$ cat config.mk
export PLATFORM = sky130hd
export DESIGN_NAME = copro_io_host_flat
export DESIGN_NICKNAME = d
export VERILOG_FILES = /design/src/rtl/copro_io_pkg.sv /design/src/rtl/copro_io_host_if.sv /design/src/rtl/copro_io_host.sv /design/src/flat_wrapper.sv
export SDC_FILE = /design/constraint.sdc
export NUM_CORES = 1
export LEC_CHECK = 0
export BUFFER_PORTS_ARGS = -buffer_cell sky130_fd_sc_hd__clkbuf_2
export CAP_MARGIN = 20
export CELL_PAD_IN_SITES_DETAIL_PLACEMENT = 1
export CELL_PAD_IN_SITES_GLOBAL_PLACEMENT = 1
export CORE_MARGIN = 3
export CORE_UTILIZATION = 35
export CTS_CLUSTER_SIZE = 20
export DETAILED_ROUTE_END_ITERATION = 6
export PLACE_DENSITY_LB_ADDON = 0.25
export SYNTH_ARGS = -nofsm -noshare
export SYNTH_HDL_FRONTEND = slang
export SYNTH_SLANG_ARGS = --single-unit
$ cat constraint.sdc
create_clock -name clk -period 2.4 [get_ports clk]
set_input_delay 0.24 -clock clk [delete_from_list [all_inputs] [get_ports clk]]
set_output_delay 0.24 -clock clk [all_outputs]
set_load 0.01 [all_outputs]
$ cat src/rtl/copro_io_pkg.sv
// Shared types and bit indices for the coprocessor debug I/O host.
package copro_io_pkg;

  localparam int unsigned OP_W  = 3;
  localparam int unsigned CTL_W = 6;
  localparam int unsigned FLG_W = 2;

  typedef enum logic [OP_W-1:0] {
    OP_HOLD        = 3'd0,
    OP_RELEASE     = 3'd1,
    OP_WR_IMEM     = 3'd2,
    OP_WR_DMEM     = 3'd3,
    OP_RD_DMEM     = 3'd4,
    OP_WR_REG      = 3'd5,
    OP_RD_REG      = 3'd6,
    OP_WAIT_EBREAK = 3'd7
  } op_e;

  localparam int unsigned CTL_CORE_RST = 0;
  localparam int unsigned CTL_IMEM_WE  = 1;
  localparam int unsigned CTL_DMEM_WE  = 2;
  localparam int unsigned CTL_DMEM_RE  = 3;
  localparam int unsigned CTL_REG_WE   = 4;
  localparam int unsigned CTL_REG_RE   = 5;

  localparam int unsigned FLG_STALL  = 0;
  localparam int unsigned FLG_EBREAK = 1;

  localparam logic [CTL_W-1:0] CTL_RST_MASK = CTL_W'(1) << CTL_CORE_RST;

  // One-hot strobe for memory/register ops; zero for control and wait ops.
  function automatic logic [CTL_W-1:0] op_strobe(input op_e op);
    logic [CTL_W-1:0] m;
    m = '0;
    case (op)
      OP_WR_IMEM: m[CTL_IMEM_WE] = 1'b1;
      OP_WR_DMEM: m[CTL_DMEM_WE] = 1'b1;
      OP_RD_DMEM: m[CTL_DMEM_RE] = 1'b1;
      OP_WR_REG:  m[CTL_REG_WE]  = 1'b1;
      OP_RD_REG:  m[CTL_REG_RE]  = 1'b1;
      default:    m = '0;
    endcase
    return m;
  endfunction

  function automatic int unsigned max_u(input int unsigned a, input int unsigned b);
    return (a > b) ? a : b;
  endfunction

endpackage

$ cat src/rtl/copro_io_host_if.sv
// Command/response channel plus the core-facing debug I/O bus of the host.
interface copro_io_host_if
  import copro_io_pkg::*;
#(
  parameter int unsigned ADDR_W = 15,
  parameter int unsigned DATA_W = 64
);
  logic              cmd_valid;
  logic              cmd_ready;
  logic [OP_W-1:0]   cmd_op;
  logic [ADDR_W-1:0] cmd_addr;
  logic [DATA_W-1:0] cmd_wdata;
  logic              rsp_valid;
  logic [DATA_W-1:0] rsp_rdata;
  logic              rsp_timeout;
  logic [ADDR_W-1:0] io_addr;
  logic [CTL_W-1:0]  io_control;
  logic [DATA_W-1:0] io_data_out;
  logic [DATA_W-1:0] io_data_in;
  logic [FLG_W-1:0]  io_flags;

  // master: the host; slave: command source plus core side
  modport master (
    input  cmd_valid, cmd_op, cmd_addr, cmd_wdata, io_data_in, io_flags,
    output cmd_ready, rsp_valid, rsp_rdata, rsp_timeout, io_addr, io_control, io_data_out
  );

  modport slave (
    output cmd_valid, cmd_op, cmd_addr, cmd_wdata, io_data_in, io_flags,
    input  cmd_ready, rsp_valid, rsp_rdata, rsp_timeout, io_addr, io_control, io_data_out
  );
endinterface

$ cat src/rtl/copro_io_host.sv
// Debug I/O bus master: turns one host command at a time into timed strobes
// on the core's io_addr/io_control/io_data bus and returns one response each.
module copro_io_host
  import copro_io_pkg::*;
#(
  parameter int unsigned ADDR_W         = 15,
  parameter int unsigned DATA_W         = 64,
  parameter int unsigned STROBE_CYCLES  = 2,
  parameter int unsigned READ_LATENCY   = 1,
  parameter int unsigned TIMEOUT_CYCLES = 1024
) (
  input logic            clk,
  input logic            reset,
  copro_io_host_if.master bus
);

  // One shared counter covers strobe width, read latency and the ebreak timeout.
  localparam int unsigned CNT_W = max_u(16, max_u($clog2(TIMEOUT_CYCLES + 1),
                                   max_u($clog2(STROBE_CYCLES + 1), $clog2(READ_LATENCY + 1))));
  localparam bit HAS_TIMEOUT = (TIMEOUT_CYCLES != 0);

  typedef enum logic [2:0] {
    S_IDLE, S_STROBE, S_GAP, S_READ, S_WAIT, S_RESP
  } state_e;

  state_e            state_q;
  logic [CNT_W-1:0]  cnt_q;
  logic [CNT_W-1:0]  cnt_d;
  logic              cmd_ready_q;
  logic              rsp_valid_q;
  logic [DATA_W-1:0] rsp_rdata_q;
  logic              rsp_timeout_q;
  logic [ADDR_W-1:0] io_addr_q;
  logic [DATA_W-1:0] io_data_out_q;
  logic [CTL_W-1:0]  io_control_q;
  logic [DATA_W-1:0] rdata_q;
  logic              timeout_q;

  op_e               op_c;
  logic [CTL_W-1:0]  strobe_c;
  logic              unused_stall;

  assign op_c         = op_e'(bus.cmd_op);
  assign strobe_c     = op_strobe(op_c);
  assign cnt_d        = cnt_q + CNT_W'(1);
  assign unused_stall = bus.io_flags[FLG_STALL];

  always_ff @(posedge clk) begin
    if (reset) begin
      state_q       <= S_IDLE;
      cnt_q         <= '0;
      cmd_ready_q   <= 1'b1;
      rsp_valid_q   <= 1'b0;
      rsp_rdata_q   <= '0;
      rsp_timeout_q <= 1'b0;
      io_addr_q     <= '0;
      io_data_out_q <= '0;
      io_control_q  <= CTL_RST_MASK;
      rdata_q       <= '0;
      timeout_q     <= 1'b0;
    end else begin
      rsp_valid_q   <= 1'b0;
      rsp_rdata_q   <= '0;
      rsp_timeout_q <= 1'b0;
      case (state_q)
        S_IDLE: begin
          if (bus.cmd_valid) begin
            cmd_ready_q   <= 1'b0;
            io_addr_q     <= bus.cmd_addr;
            io_data_out_q <= bus.cmd_wdata;
            cnt_q         <= '0;
            rdata_q       <= '0;
            timeout_q     <= 1'b0;
            case (op_c)
              OP_HOLD: begin
                io_control_q[CTL_CORE_RST] <= 1'b1;
                state_q                    <= S_RESP;
              end
              OP_RELEASE: begin
                io_control_q[CTL_CORE_RST] <= 1'b0;
                state_q                    <= S_RESP;
              end
              OP_WR_IMEM, OP_WR_DMEM, OP_WR_REG: begin
                io_control_q <= io_control_q | strobe_c;
                state_q      <= S_STROBE;
              end
              OP_RD_DMEM, OP_RD_REG: begin
                io_control_q <= io_control_q | strobe_c;
                state_q      <= S_READ;
              end
              OP_WAIT_EBREAK: begin
                // A core held in reset can never reach ebreak.
                if (io_control_q[CTL_CORE_RST]) begin
                  timeout_q <= 1'b1;
                  state_q   <= S_RESP;
                end else begin
                  state_q <= S_WAIT;
                end
              end
            endcase
          end
        end
        S_STROBE: begin
          if (cnt_q == CNT_W'(STROBE_CYCLES - 1)) begin
            io_control_q <= io_control_q & CTL_RST_MASK;
            rsp_valid_q  <= 1'b1;
            state_q      <= S_GAP;
          end else begin
            cnt_q <= cnt_d;
          end
        end
        S_GAP: begin
          cmd_ready_q <= 1'b1;
          state_q     <= S_IDLE;
        end
        S_READ: begin
          // Read data is captured on the same edge that drops the enable.
          if (cnt_q == CNT_W'(READ_LATENCY)) begin
            io_control_q <= io_control_q & CTL_RST_MASK;
            rdata_q      <= bus.io_data_in;
            state_q      <= S_RESP;
          end else begin
            cnt_q <= cnt_d;
          end
        end
        S_WAIT: begin
          if (bus.io_flags[FLG_EBREAK]) begin
            timeout_q <= 1'b0;
            state_q   <= S_RESP;
          end else if (HAS_TIMEOUT && (cnt_d == CNT_W'(TIMEOUT_CYCLES))) begin
            timeout_q <= 1'b1;
            state_q   <= S_RESP;
          end else begin
            cnt_q <= cnt_d;
          end
        end
        S_RESP: begin
          rsp_valid_q   <= 1'b1;
          rsp_rdata_q   <= rdata_q;
          rsp_timeout_q <= timeout_q;
          cmd_ready_q   <= 1'b1;
          state_q       <= S_IDLE;
        end
        default: begin
          io_control_q <= io_control_q & CTL_RST_MASK;
          cmd_ready_q  <= 1'b1;
          state_q      <= S_IDLE;
        end
      endcase
    end
  end

  assign bus.cmd_ready   = cmd_ready_q;
  assign bus.rsp_valid   = rsp_valid_q;
  assign bus.rsp_rdata   = rsp_rdata_q;
  assign bus.rsp_timeout = rsp_timeout_q;
  assign bus.io_addr     = io_addr_q;
  assign bus.io_data_out = io_data_out_q;
  assign bus.io_control  = io_control_q;

endmodule

$ cat src/flat_wrapper.sv
// flat-port wrapper written by rule: the top's interface ports become plain ports
module copro_io_host_flat import copro_io_pkg::*;
#(
  parameter int unsigned ADDR_W         = 15,
  parameter int unsigned DATA_W         = 64,
  parameter int unsigned STROBE_CYCLES  = 2,
  parameter int unsigned READ_LATENCY   = 1,
  parameter int unsigned TIMEOUT_CYCLES = 1024
)
  (clk, reset, bus_cmd_valid, bus_cmd_op, bus_cmd_addr, bus_cmd_wdata, bus_io_data_in, bus_io_flags, bus_cmd_ready, bus_rsp_valid, bus_rsp_rdata, bus_rsp_timeout, bus_io_addr, bus_io_control, bus_io_data_out);
  copro_io_host_if #(.ADDR_W(ADDR_W), .DATA_W(DATA_W)) bus_i ();
  input logic clk;
  input logic reset;
  input wire logic [$bits(bus_i.cmd_valid)-1:0] bus_cmd_valid;
  input wire logic [$bits(bus_i.cmd_op)-1:0] bus_cmd_op;
  input wire logic [$bits(bus_i.cmd_addr)-1:0] bus_cmd_addr;
  input wire logic [$bits(bus_i.cmd_wdata)-1:0] bus_cmd_wdata;
  input wire logic [$bits(bus_i.io_data_in)-1:0] bus_io_data_in;
  input wire logic [$bits(bus_i.io_flags)-1:0] bus_io_flags;
  output wire logic [$bits(bus_i.cmd_ready)-1:0] bus_cmd_ready;
  output wire logic [$bits(bus_i.rsp_valid)-1:0] bus_rsp_valid;
  output wire logic [$bits(bus_i.rsp_rdata)-1:0] bus_rsp_rdata;
  output wire logic [$bits(bus_i.rsp_timeout)-1:0] bus_rsp_timeout;
  output wire logic [$bits(bus_i.io_addr)-1:0] bus_io_addr;
  output wire logic [$bits(bus_i.io_control)-1:0] bus_io_control;
  output wire logic [$bits(bus_i.io_data_out)-1:0] bus_io_data_out;
  assign bus_i.cmd_valid = bus_cmd_valid;
  assign bus_i.cmd_op = bus_cmd_op;
  assign bus_i.cmd_addr = bus_cmd_addr;
  assign bus_i.cmd_wdata = bus_cmd_wdata;
  assign bus_i.io_data_in = bus_io_data_in;
  assign bus_i.io_flags = bus_io_flags;
  assign bus_cmd_ready = bus_i.cmd_ready;
  assign bus_rsp_valid = bus_i.rsp_valid;
  assign bus_rsp_rdata = bus_i.rsp_rdata;
  assign bus_rsp_timeout = bus_i.rsp_timeout;
  assign bus_io_addr = bus_i.io_addr;
  assign bus_io_control = bus_i.io_control;
  assign bus_io_data_out = bus_i.io_data_out;
  copro_io_host #(.ADDR_W(ADDR_W), .DATA_W(DATA_W), .STROBE_CYCLES(STROBE_CYCLES), .READ_LATENCY(READ_LATENCY), .TIMEOUT_CYCLES(TIMEOUT_CYCLES)) u_core (.clk(clk), .reset(reset), .bus(bus_i));
endmodule
======== Yosys cells after proc, flatten, opt, wreduce, memory -nomap -nowiden ========
Index checks and enable logic that the tools add are counted.
word-level totals
  register bits after elaboration ......... 236
  output and inout port bits .............. 152
cells by class
  reduce and logical (&&, ||, !) cells .... 22
  add/subtract/negate cells ............... 1
  mux-type cells .......................... 36
  bitwise logic cells ..................... 5
  equal/unequal tests ..................... 23
operators by type and width
  operator                                               number
  2-to-1 mux 64 bit                                      2
  one-hot mux 64 bit (2 select lines)                    1
  2-to-1 mux 16 bit                                      4
  one-hot mux 16 bit (3 select lines)                    1
  one-hot mux 3 bit (4 select lines)                     2
  equality test 3 bit, second input constant             6
  one-hot mux 6 bit (3 select lines)                     1
  adder 16 x 1 -> 16 bit, second input constant          1
  equality test 16 x 1 -> 1 bit, second input constant   1
  equality test 16 x 11 -> 1 bit, second input constant  1
  2-to-1 mux 3 bit                                       5
  2-to-1 mux 1 bit                                       13
  equality test 3 x 2 -> 1 bit, second input constant    4
  2-to-1 mux 6 bit                                       2
  != test 2 bit, second input constant                   5
  AND reduction 5 bit                                    2
  OR reduction 3 bit                                     3
  AND reduction 4 bit                                    2
  OR reduction 2 bit                                     4
  equality test 3 x 1 -> 1 bit, second input constant    2
  zero test 3 bit                                        2
  != test 2 x 1 -> 1 bit, second input constant          3
  OR 6 bit                                               1
  one-hot mux 1 bit (2 select lines)                     3
  other kinds (9)                                        16

======== Depth between registers and ports, before layout ========
  depth after elaboration ................. 6
  mapped depth ............................ 9

======== Worst setup path before layout ========
Ideal clock, no wire load.
  path kind ............................... reg-to-reg
  start point ............................. register u_core.cnt_q[0]
  end point ............................... register u_core.cnt_q[2]
  path buffers ............................ 1
  arrival time ............................ 2.104 ns
  cell stages (with the launch flop) ...... 10
  library setup time ...................... 0.128 ns
  setup slack ............................. 0.168 ns
  required time ........................... 2.272 ns
  cells stage by stage .................... dfxtp_1 ha_1 and3_1 nand4_1 mux2_2 o2111ai_2 o21ai_4 a21o_4 buf_8 o32ai_2
between the ends
  cells in the longest elaborated chain, start to end .. 4
RTL lines
  what                                                                                         RTL line              source
  start, declared                                                                              copro_io_host.sv:27   logic [CNT_W-1:0] cnt_q;
  start signal, assigned                                                                       copro_io_host.sv:109  cnt_q <= cnt_d;
  start signal, assigned                                                                       copro_io_host.sv:123  cnt_q <= cnt_d;
  start signal, assigned                                                                       copro_io_host.sv:134  cnt_q <= cnt_d;
  adder 16 x 1 -> 16 bit                                                                       copro_io_host.sv:45   assign cnt_d = cnt_q + CNT_W'(1);
  equality test 16 x 11 -> 1 bit or 2-to-1 mux 16 bit (tied branches)                          copro_io_host.sv:130  end else if (HAS_TIMEOUT && (cnt_d == CNT_W'(TIMEOUT_CYCLES))) begin
  != test 2 bit (no source line) or 2-to-1 mux 16 bit (tied branches)                          --
  AND reduction 5 bit (no source line) or one-hot mux 16 bit (3 select lines) (tied branches)  --
Several ways; a longest one is shown, not always the timed one. The select of a mux whose other input is x is not followed.
A chain may end at the register's enable or synchronous reset.

======== Worst setup path in the final report ========
  start point ............................. register u_core.cnt_q[0]
  end point ............................... register u_core.cnt_q[1]
Same word-level chain as after synthesis.

==> flow_metrics.tcl <==
set metrics [dict create \
    io_pins 303 \
    grt_max_degree 78 \
    cts_sinks 236 \
    switching_share_pct 27.4 \
    p_clk_share_pct 41.2 \
    first_iter_violations 399 \
    cp-end-kind "register" \
    tightest_slew_ns 0.607 \
    clock_path_buffers 3 \
    layout-drive-gt1-share_pct 28.8 \
    min_path_type "primary input to register" \
    synthMuxAreaShare_pct 0.246 \
    area_growth_pct 50.3 \
    syn_nets 1160 \
    dp.cells 1583 \
    final_common_cell "clkbuf_2" \
    clk_pin_slew_ns 0.06 \
    grt_overflow 0 \
    route.met2.wl_mm 15.8 \
    p_switching_w 0.00260 \
    worstSetupPathType "register to register" \
    synthSimpleGateAreaFrac_pct 25.2 \
    layout_setup_ws_ns 0.106 \
    wl_per_cell_um 18.2 \
    stdcell_count 1783 \
    synthAdderAreaFrac_pct 0.434 \
    syn-instance-count 1006 \
    seqPwrFrac_pct 43.7 \
    p_int_w 0.00688 \
    met1_length_mm 13.2 \
    finalMaxSlewViolations 0 \
    highest_layer "met4" \
    core-area_mm2 0.0239 \
    yosys_warnings 0 \
    crit_buf_inv 2 \
    fmax_ghz 0.436 \
    powerDensity_mw_per_mm2 730 \
    setup_violations 0 \
    finalCritPeriodShare_pct 95.6 \
    crit_family "compound AO/OA/AOI/OAI gates" \
    synth_ff_type "dfxtp_1" \
    crit_slowest_cell "dfxtp_4" \
    seq_area_mm2 0.00474 \
    postRouteAntennaNets 0 \
    antenna_found_initial 2 \
    detailroute.via_count 8843 \
    grt_usage_pct 23.3 \
    rsz0062_at_grt "false" \
    synth_edf_count 0 \
    fin_total_pwr_w 0.00949 \
    syn_area_mm2 0.00864 \
    arrival_ns 2.76 \
    synth_compound_area_share_pct 14.3 \
    grt_pass1_vias 9613 \
    leakage_nw 5.46 \
    synth-seq-cells 236 \
    avgViaCountPerCell 4.96 \
    critPathMaxFanout 9 \
    h-tree-depth 1 \
    synth.distinct_cells 65 \
    finalCriticalPeriod_ns 2.29 \
    syn_avg_cell_area_um2 8.59 \
    grt_pass1_wl_mm 50.3 \
    seq_area_frac_synth_pct 54.7 \
    combPwrFrac_pct 15.1 \
    cp_slowest_stage_delay_ns 0.38 \
    initial_core_util_pct 36.2 \
    ir_worst_vdd_uv 504 \
    async_flop_share_pct 0 \
    start_kind "register" \
    die_w_um 163 \
    finClkSkew_ns 0.0161 \
    cts_root_buf "clkbuf_16" \
    pre_cts_slack_ns -0.0104 \
    cts_tree "yes" \
    numCtsBuffers 26 \
    fillers 2817 \
    final_cell_mix "clkbuf_2, nand2_1, dfxtp_1, a21oi_1, dlygate4sd3_1" \
    gp_congestion 0.774 \
    firstDrtPassIters 4 \
    drcViolationCount 0 \
    slew_headroom_pct 59.6 \
    die_height_um 163 \
    clk_latency_ns 0.53 \
    finalNetCount 1596 \
    worst-r2r-setup-slack_ns 0.11 \
    wl_met3_mm 2.09 \
    synth_xor_area_share_pct 0.405 \
    path_cells "ha_1 > and3_1 > nand4_1 > mux2_2 > o2111ai_2 > o21ai_4 > buf_4 > buf_12 > a211o_2 > a21oi_2" \
    port_buffers 301 \
    synth_top_family_by_area "simple AND/OR/NAND/NOR gates" \
    required_ns 2.86 \
    post-dp-hpwl_mm 18.5 \
    multiInputGateArea_mm2 0.00358 \
    maxCapViolCount 0 \
    finalHoldViolCount 0 \
    rows 56 \
    fp.dieArea_mm2 0.0266 \
    finalCoreUtilization_pct 54.4 \
    routed_wirelength_mm 32.4 \
    status "complete, no violations" \
]
==> tightest hold or removal path: stages <==
cell and delay, ns:
clkbuf_2 0.12, nand2_1 0.06, nand2_1 0.06, a221oi_1 0.06
==> timing repair <==
| action | in CTS | in global routing |
|---|---|---|
| pin swaps | 0 | 4 |
| gates resized for setup | 3 | 12 |
| cloned | 0 | 1 |
| setup buffers | 0 | 6 |
| endpoints found under the hold margin | 143 | 0 |
| hold buffers | 143 | 0 |
| endpoints found under the setup margin | 3 | 58 |
==> per-layer routing <==
metal,global-route usage [%],vias to the layer above
li1,-,4244
met1,26.9,4208
met2,41.5,309
met3,5.60,82
met4,8.92,0
met5,0,-
==> state kept, by name, indices dropped and copies added (netlist names) <==
name                    count
u_core.bus.cmd_ready        1
u_core.bus.io_addr         15
u_core.bus.io_control       6
u_core.bus.io_data_out     64
u_core.bus.rsp_rdata       64
u_core.bus.rsp_timeout      1
u_core.bus.rsp_valid        1
u_core.cnt_q               16
u_core.rdata_q             64
u_core.state_q              3
u_core.timeout_q            1
==> path summary, 6_finish.rpt <==
| kind | cells past startpoint | endpoint | from |
|---|---|---|---|
| worst max-delay path | 10 | u_core.cnt_q[1] | u_core.cnt_q[0] |
| worst min-delay path | 4 | u_core.timeout_q | bus_io_flags[1] |
| worst max register to register | 10 | u_core.cnt_q[1] | u_core.cnt_q[0] |
| worst min register to register | 2 | u_core.rdata_q[19] | u_core.rdata_q[19] |
==> synth_stat cells, drive strengths merged (3+ instances only) <==
cell / number / area share, %
a211o: 4 / 0.42
a21oi: 160 / 9.3
a22oi: 4 / 0.35
and2: 64 / 4.6
and3: 5 / 0.38
buf: 17 / 1.6
clkbuf: 55 / 2.4
dfxtp: 236 / 55
ha: 3 / 0.43
inv: 16 / 0.69
nand2: 244 / 11
nand2b: 4 / 0.29
nand3: 77 / 4.5
nand3b: 3 / 0.26
nand4: 6 / 0.58
nor2: 28 / 1.2
nor2b: 3 / 0.22
nor3: 12 / 0.75
nor4: 6 / 0.61
o21ai: 8 / 0.64
o22ai: 12 / 1.3
o31ai: 3 / 0.26
or3: 5 / 0.36
xnor2: 3 / 0.30
==> power groups by stage <==
stage          Sequential (W)  Clock, W  Combinational [W]
3_5_place_dp          0.00422         0            0.00116
5_1_grt               0.00416   0.00418            0.00156
2_1_floorplan         0.00427         0           0.000561
3_3_place_gp          0.00421         0            0.00114
6_report              0.00415   0.00391            0.00143
4_1_cts               0.00414   0.00400            0.00136
==> layout make-up <==
| cell class | instances | area share [%] |
|---|---|---|
| clock inverter | 15 | 0.983 |
| inverter | 16 | 0.462 |
| tap | 319 | 3.07 |
| clock buffer | 32 | 5.49 |
| antenna | 3 | 0.0578 |
| sequential | 236 | 36.5 |
| timing repair buffer | 480 | 25.9 |
| multi-input combinational | 682 | 27.5 |
==> per-stage QoR <==
step	area, µm²	hold WS [ns]	TNS [ns]
2_1_floorplan	8640	0.376	0
5_1_grt	13000	0.0772	0
3_5_place_dp	10600	0.440	-0.0104
6_report	13000	0.0605	0
3_3_place_gp	10600	0.433	0
4_1_cts	12900	0.0301	0
==> logic make-up (layout without fill, tap and decap cells) <==
kind of cell,count (synthesis),after routing
xor gates and xnor gates,4,4
adders and majority gates,3,3
muxes,2,2
AOI/OAI and AO/OA,210,210
and+or+nand+nor,463,463
buffers and inverters,88,543
DFF,236,236
other,0,3
(Power assumes the default switching activity.)
